**config.mk**
```make
export PLATFORM = sky130hd
export DESIGN_NAME = uart_boot_loader
export DESIGN_NICKNAME = d
export VERILOG_FILES = /design/src/rtl/boot_pkg.sv /design/src/rtl/word_packer.sv /design/src/rtl/uart_boot_loader.sv
export SDC_FILE = /design/constraint.sdc
export NUM_CORES = 1
export LEC_CHECK = 0
export BUFFER_PORTS_ARGS = -buffer_cell sky130_fd_sc_hd__buf_2
export CAP_MARGIN = 15
export CORE_ASPECT_RATIO = 0.7
export CORE_MARGIN = 1
export CORE_UTILIZATION = 33
export CTS_CLUSTER_SIZE = 24
export DETAILED_ROUTE_END_ITERATION = 10
export PLACE_DENSITY = 0.6
export SLEW_MARGIN = 10
export SYNTH_ARGS = -nofsm -noshare
export SYNTH_HDL_FRONTEND = slang
export SYNTH_HIERARCHICAL = 1
export SYNTH_SLANG_ARGS = --single-unit
export TNS_END_PERCENT = 10
```
**constraint.sdc**
```tcl
create_clock -name clk_i -period 2.14 [get_ports clk_i]
set_clock_uncertainty 0.2 [all_clocks]
set_input_delay 0.214 -clock clk_i [delete_from_list [all_inputs] [get_ports clk_i]]
set_output_delay 0.214 -clock clk_i [all_outputs]
set_load 0.02 [all_outputs]
```
**src/rtl/boot_pkg.sv**
```systemverilog
// Shared types and constants for the UART boot loader.
// Loader FSM states, byte-offset width and simulation end/pass markers.
package boot_pkg;

  typedef enum logic [1:0] {
    LOAD_IMEM,
    LOAD_DMEM,
    DONE
  } boot_state_e;

  localparam int OFF_W = 2;

  localparam logic [31:0] SIM_END_ADDR = 32'h1000_0000;
  localparam logic [31:0] PASS_TOKEN   = 32'h0000_0777;

endpackage

```
**src/rtl/word_packer.sv**
```systemverilog
// Packs accepted bytes little-endian into 32-bit words.
// Ports: clk_i, rst_ni, byte_valid_i/byte_i in; word_valid_o/word_o out.
module word_packer
  import boot_pkg::*;
(
  input  logic        clk_i,
  input  logic        rst_ni,
  input  logic        byte_valid_i,
  input  logic [7:0]  byte_i,
  output logic        word_valid_o,
  output logic [31:0] word_o
);

  logic [OFF_W-1:0] off_q;
  logic [23:0]      sh_q;

  always_ff @(posedge clk_i) begin
    if (!rst_ni) begin
      off_q <= '0;
      sh_q  <= '0;
    end else if (byte_valid_i) begin
      off_q <= off_q + 1'b1;
      case (off_q)
        2'd0:    sh_q[7:0]   <= byte_i;
        2'd1:    sh_q[15:8]  <= byte_i;
        2'd2:    sh_q[23:16] <= byte_i;
        default: sh_q        <= sh_q;
      endcase
    end
  end

  // The 4th byte completes the word combinationally; the parent
  // registers it so the write appears in the following cycle.
  assign word_valid_o = byte_valid_i & (off_q == 2'd3);
  assign word_o       = {byte_i, sh_q};

endmodule

```
**src/rtl/uart_boot_loader.sv**
```systemverilog
// Loads IMEM then DMEM from a UART byte stream, holding the CPU in reset.
// Ports: rvalid_i/rdata_i/rready_o byte in; imem_*/dmem_* writes; cpu_rst_o, done_o, csum_o.
module uart_boot_loader
  import boot_pkg::*;
#(
  parameter int IMEM_ENTRIES = 1024,
  parameter int DMEM_ENTRIES = 1024,
  parameter int IADDR_W = (IMEM_ENTRIES > 1) ? $clog2(IMEM_ENTRIES) : 1,
  parameter int DADDR_W = (DMEM_ENTRIES > 1) ? $clog2(DMEM_ENTRIES) : 1
) (
  input  logic               clk_i,
  input  logic               rst_ni,
  input  logic               rvalid_i,
  input  logic [7:0]         rdata_i,
  output logic               rready_o,
  output logic               imem_we_o,
  output logic [IADDR_W-1:0] imem_addr_o,
  output logic [31:0]        imem_wdata_o,
  output logic               dmem_we_o,
  output logic [DADDR_W-1:0] dmem_addr_o,
  output logic [31:0]        dmem_wdata_o,
  output logic               cpu_rst_o,
  output logic               done_o,
  output logic [31:0]        csum_o
);

  // One extra bit so the last index compares before any wrap.
  localparam int CNT_W =
    ((IADDR_W > DADDR_W) ? IADDR_W : DADDR_W) + 1;
  localparam logic [CNT_W-1:0] I_LAST = CNT_W'(IMEM_ENTRIES - 1);
  localparam logic [CNT_W-1:0] D_LAST = CNT_W'(DMEM_ENTRIES - 1);

  boot_state_e      state_q, state_d;
  logic [CNT_W-1:0] cnt_q, cnt_d;
  logic             iwe_d, dwe_d;
  logic             iwe_q, dwe_q;
  logic [IADDR_W-1:0] iaddr_q;
  logic [DADDR_W-1:0] daddr_q;
  logic [31:0]      iwdata_q, dwdata_q;
  logic [31:0]      csum_q;
  logic             done_q;

  logic             accept;
  logic             word_valid;
  logic [31:0]      word;

  assign rready_o = (state_q != DONE);
  assign accept   = rvalid_i & rready_o;

  word_packer u_packer (
    .clk_i        (clk_i),
    .rst_ni       (rst_ni),
    .byte_valid_i (accept),
    .byte_i       (rdata_i),
    .word_valid_o (word_valid),
    .word_o       (word)
  );

  always_comb begin
    state_d = state_q;
    cnt_d   = cnt_q;
    iwe_d   = 1'b0;
    dwe_d   = 1'b0;
    case (state_q)
      LOAD_IMEM: begin
        if (word_valid) begin
          iwe_d = 1'b1;
          if (cnt_q == I_LAST) begin
            cnt_d   = '0;
            state_d = LOAD_DMEM;
          end else begin
            cnt_d = cnt_q + 1'b1;
          end
        end
      end
      LOAD_DMEM: begin
        if (word_valid) begin
          dwe_d = 1'b1;
          if (cnt_q == D_LAST) begin
            cnt_d   = '0;
            state_d = DONE;
          end else begin
            cnt_d = cnt_q + 1'b1;
          end
        end
      end
      default: state_d = state_q;
    endcase
  end

  always_ff @(posedge clk_i) begin
    if (!rst_ni) begin
      state_q  <= LOAD_IMEM;
      cnt_q    <= '0;
      iwe_q    <= 1'b0;
      dwe_q    <= 1'b0;
      iaddr_q  <= '0;
      daddr_q  <= '0;
      iwdata_q <= '0;
      dwdata_q <= '0;
      csum_q   <= '0;
      done_q   <= 1'b0;
    end else begin
      state_q <= state_d;
      cnt_q   <= cnt_d;
      iwe_q   <= iwe_d;
      dwe_q   <= dwe_d;
      if (iwe_d) begin
        iaddr_q  <= cnt_q[IADDR_W-1:0];
        iwdata_q <= word;
      end
      if (dwe_d) begin
        daddr_q  <= cnt_q[DADDR_W-1:0];
        dwdata_q <= word;
      end
      if (word_valid) csum_q <= csum_q ^ word;
      // Final DMEM pulse is the only one seen while already in DONE.
      done_q <= done_q | (dwe_q & (state_q == DONE));
    end
  end

  assign imem_we_o    = iwe_q;
  assign imem_addr_o  = iaddr_q;
  assign imem_wdata_o = iwdata_q;
  assign dmem_we_o    = dwe_q;
  assign dmem_addr_o  = daddr_q;
  assign dmem_wdata_o = dwdata_q;
  assign csum_o       = csum_q;
  assign done_o       = done_q;
  assign cpu_rst_o    = ~done_q;

endmodule

```
==> flow_metrics.env <==
export IMPL_dpl_cell_count=1024
export IMPL_htreeDepth=4
export IMPL_drc=0
export IMPL_die_h_um=117.9
export IMPL_r2r_end="dmem_wdata_o[26]"
export IMPL_dr_pass1_iters=5
export IMPL_io_pins=132
export IMPL_post_route_period_util_pct=91.65
export IMPL_arrival_ns=2.11
export IMPL_track_usage_pct=16.89
export IMPL_clk_latency_ns=0.42
export IMPL_synth_cell_area_sq_um=6332
export IMPL_syn_area_per_cell_sq_um=9.191
export IMPL_numCtsBuffers=17
export IMPL_cts_root_buffer="clkbuf_16"
export IMPL_grt_pass1_vias=4523
export IMPL_hold_viol_final=0
export IMPL_worstPathMaxFanout=21
export IMPL_routedWlPerCell_um=15.19
export IMPL_r2r_setup_slack_ns=0.18
export IMPL_syn_nets=705
export IMPL_syn_inst=689
export IMPL_r2r_cells=7
export IMPL_total_power_uw=6514
export IMPL_drv_cap=0
export IMPL_wl_mm=16.17
export IMPL_outcome="complete, no violations"
export IMPL_place_hpwl_mm=10.91
export IMPL_fmax_ghz=0.5099
export IMPL_min_delay_start="rst_ni"
export IMPL_ant_nets=0
export IMPL_finalSetupViolations=0
export IMPL_gp_congestion=0.7466
export IMPL_overflow=0
export IMPL_synth_seq_cells=158
export IMPL_postLayoutCoreUtil_pct=42.63
export IMPL_cts_resized=0
export IMPL_die_x_um=167.6
export IMPL_power_density_nw_per_um2=829.9
export IMPL_die_area_sq_um=19760
export IMPL_holdPathStages=2
export IMPL_fin_crit_ns=1.961
export IMPL_pre_cts_slack_ns=0.1647
export IMPL_async_flop_share_pct=0
export IMPL_endpoint_kind="flip-flop"
export IMPL_clock_path_buffers=2
export IMPL_ir_worst_vdd_mv=0.3879
export IMPL_rows=41
export IMPL_worst_slew_pin_slew_ns=0.3690
export IMPL_clock_sinks=158
export IMPL_leakage_uw=0.003340
export IMPL_worst_slack_ns=0.1788
export IMPL_layout_drive_gt1_share_pct=24.76
export IMPL_antenna_found_initial=0
export IMPL_initial_core_util_pct=34.38
export IMPL_synth_edf_count=0
export IMPL_worstSetupPathType="reg -> reg"
export IMPL_hold_class="in -> reg"
export IMPL_min_delay_worst_endpoint="imem_wdata_o[29]"
export IMPL_port_buffers=131
export IMPL_fin_setup_tns_ns=0
export IMPL_ys_seq_area_share_pct=49.95
export IMPL_maxSlewHeadroom_pct=75.40
export IMPL_grt_pass1_wl_mm=25.61
export IMPL_via_per_inst=4.545
export IMPL_antenna_cells=0
export IMPL_area_growth_pct=23.97
export IMPL_reg2reg_from="u_packer/off_q[0]"
export IMPL_cts_tree="yes"
export IMPL_ys_types=41
export IMPL_ys_warn_count=6
export IMPL_drtIter0Drc=305
export IMPL_nNetsFinal=831
export IMPL_clkTransAtPathRegs_ns=0.06
export IMPL_start_kind="flip-flop"
export IMPL_nFillCells=1826
export IMPL_ys_flop_type="dfxtp_1"
export IMPL_vias=4836
export IMPL_final_cells=1064
export IMPL_cp_required_ns=2.29
export IMPL_slew_violations=0
export IMPL_rsz0062_at_grt="false"
export IMPL_fp_coreArea_sq_um=18420
export IMPL_grt_max_degree=34
[cells in the mapped netlist, types with 3 or more instances]
cell,instances,area share [%]
buf_6,16,2.8
xor2_1,8,1.1
nand3_1,5,0.40
dfxtp_1,158,50
nand2_2,4,0.40
inv_1,3,0.18
nand2_4,3,0.53
clkbuf_1,16,0.95
ha_1,5,0.99
mux2i_1,25,4.0
buf_4,9,1.1
buf_2,9,0.71
and2_1,39,3.9
a21boi_1,55,6.5
nor2_1,7,0.42
a21boi_0,32,3.8
nand2_1,235,14
xnor2_1,33,4.6
[worst max-delay path, stage by stage, from the launching register on]
cell and delay, ns:
dfxtp_1 0.39, ha_1 0.18, and2_4 0.19, nor2b_4 0.26, and2_4 0.27, buf_12 0.19, nand2_1 0.08, a21boi_1 0.13
[stage by stage]
step / cell area [sq um] / hold WS, ns
after detailed placement: 7139 / 0.2410
final: 7850 / 0.04762
after CTS: 7850 / 0.03217
after floorplan: 6357 / 0.1691
after global routing: 7850 / 0.04385
after global placement: 7139 / 0.2368
[state kept, by name (all words and copies together), names as in the netlist]
| register | flops |
|---|---|
| csum_o | 32 |
| dmem_wdata_o | 32 |
| imem_wdata_o | 32 |
| u_packer/sh_q | 24 |
| cnt_q | 11 |
| dmem_addr_o | 10 |
| imem_addr_o | 10 |
| state_q | 2 |
| u_packer/off_q | 2 |
| dmem_we_o | 1 |
| done_o | 1 |
| imem_we_o | 1 |
[report_power, final]
| part | internal [uW] | switching, uW | leakage, uW | total, uW |
|---|---|---|---|---|
| Sequential | 2970 | 41.0 | 0.00127 | 3010 |
| Clock | 1990 | 1260 | 0.000300 | 3250 |
| Combinational | 103 | 144 | 0.00177 | 247 |
| Total | 5070 | 1450 | 0.00334 | 6510 |
[cells by family after synthesis]
| logic type | share of synthesized area, % |
|---|---|
| AND/OR/NAND/NOR | 22.13 |
| adder cells (fa/ha/maj) | 0.9879 |
| AO/OA/AOI/OAI | 10.95 |
| XOR/XNOR | 5.671 |
| multiplexers | 3.952 |
| buffers and inverters | 6.362 |
| flip-flops | 49.95 |
[final cells by class]
cell class,count,area (sq um),area share [%]
Multi-Input combinational cell,475,2791,35.56
Inverter,3,11.26,0.1434
Sequential cell,158,3163,40.29
Clock inverter,13,187.7,2.391
Clock buffer,19,442.9,5.642
Timing Repair Buffer,160,958.4,12.21
Tap cell,236,295.3,3.762
[worst max path at each step]
stage,from,to,slack [ns],cells after the start
detailed placement,u_packer/off_q[0],dmem_addr_o[0],0.16,7
floorplan,state_q[0],dmem_addr_o[5],-0.03,13
global placement,state_q[0],dmem_addr_o[1],0.26,8
finish,u_packer/off_q[0],dmem_wdata_o[26],0.18,7
CTS,u_packer/off_q[0],dmem_addr_o[0],0.15,7
global route,u_packer/off_q[0],dmem_addr_o[0],0.006,7
[layer usage]
layer,track usage (%),vias up,share of wire [%]
met5,0,-,0
met4,5.103,0,0.80
met3,4.909,13,5.1
met2,21.95,124,38
met1,25.93,2248,56
li1,-,2451,-
[layout by cell type, fill, tap and decap left out, drive strengths merged, types with 3 or more instances in the layout]
cell type / n
a21boi: 87
and2: 39
buf: 152
bufinv: 4
clkbuf: 19
clkinv: 4
clkinvlp: 3
dfxtp: 158
dlygate4sd3: 8
ha: 5
inv: 5
mux2i: 25
nand2: 242
nand2b: 3
nand3: 5
nand4: 3
nor2: 8
nor2b: 3
xnor2: 33
xor2: 8
[repair_timing]
item	CTS	global route
buffers inserted	0	0
hold buffers	8	0
hold endpoints to repair	28	0
No activity file was read; power rests on OpenSTA's default activity.
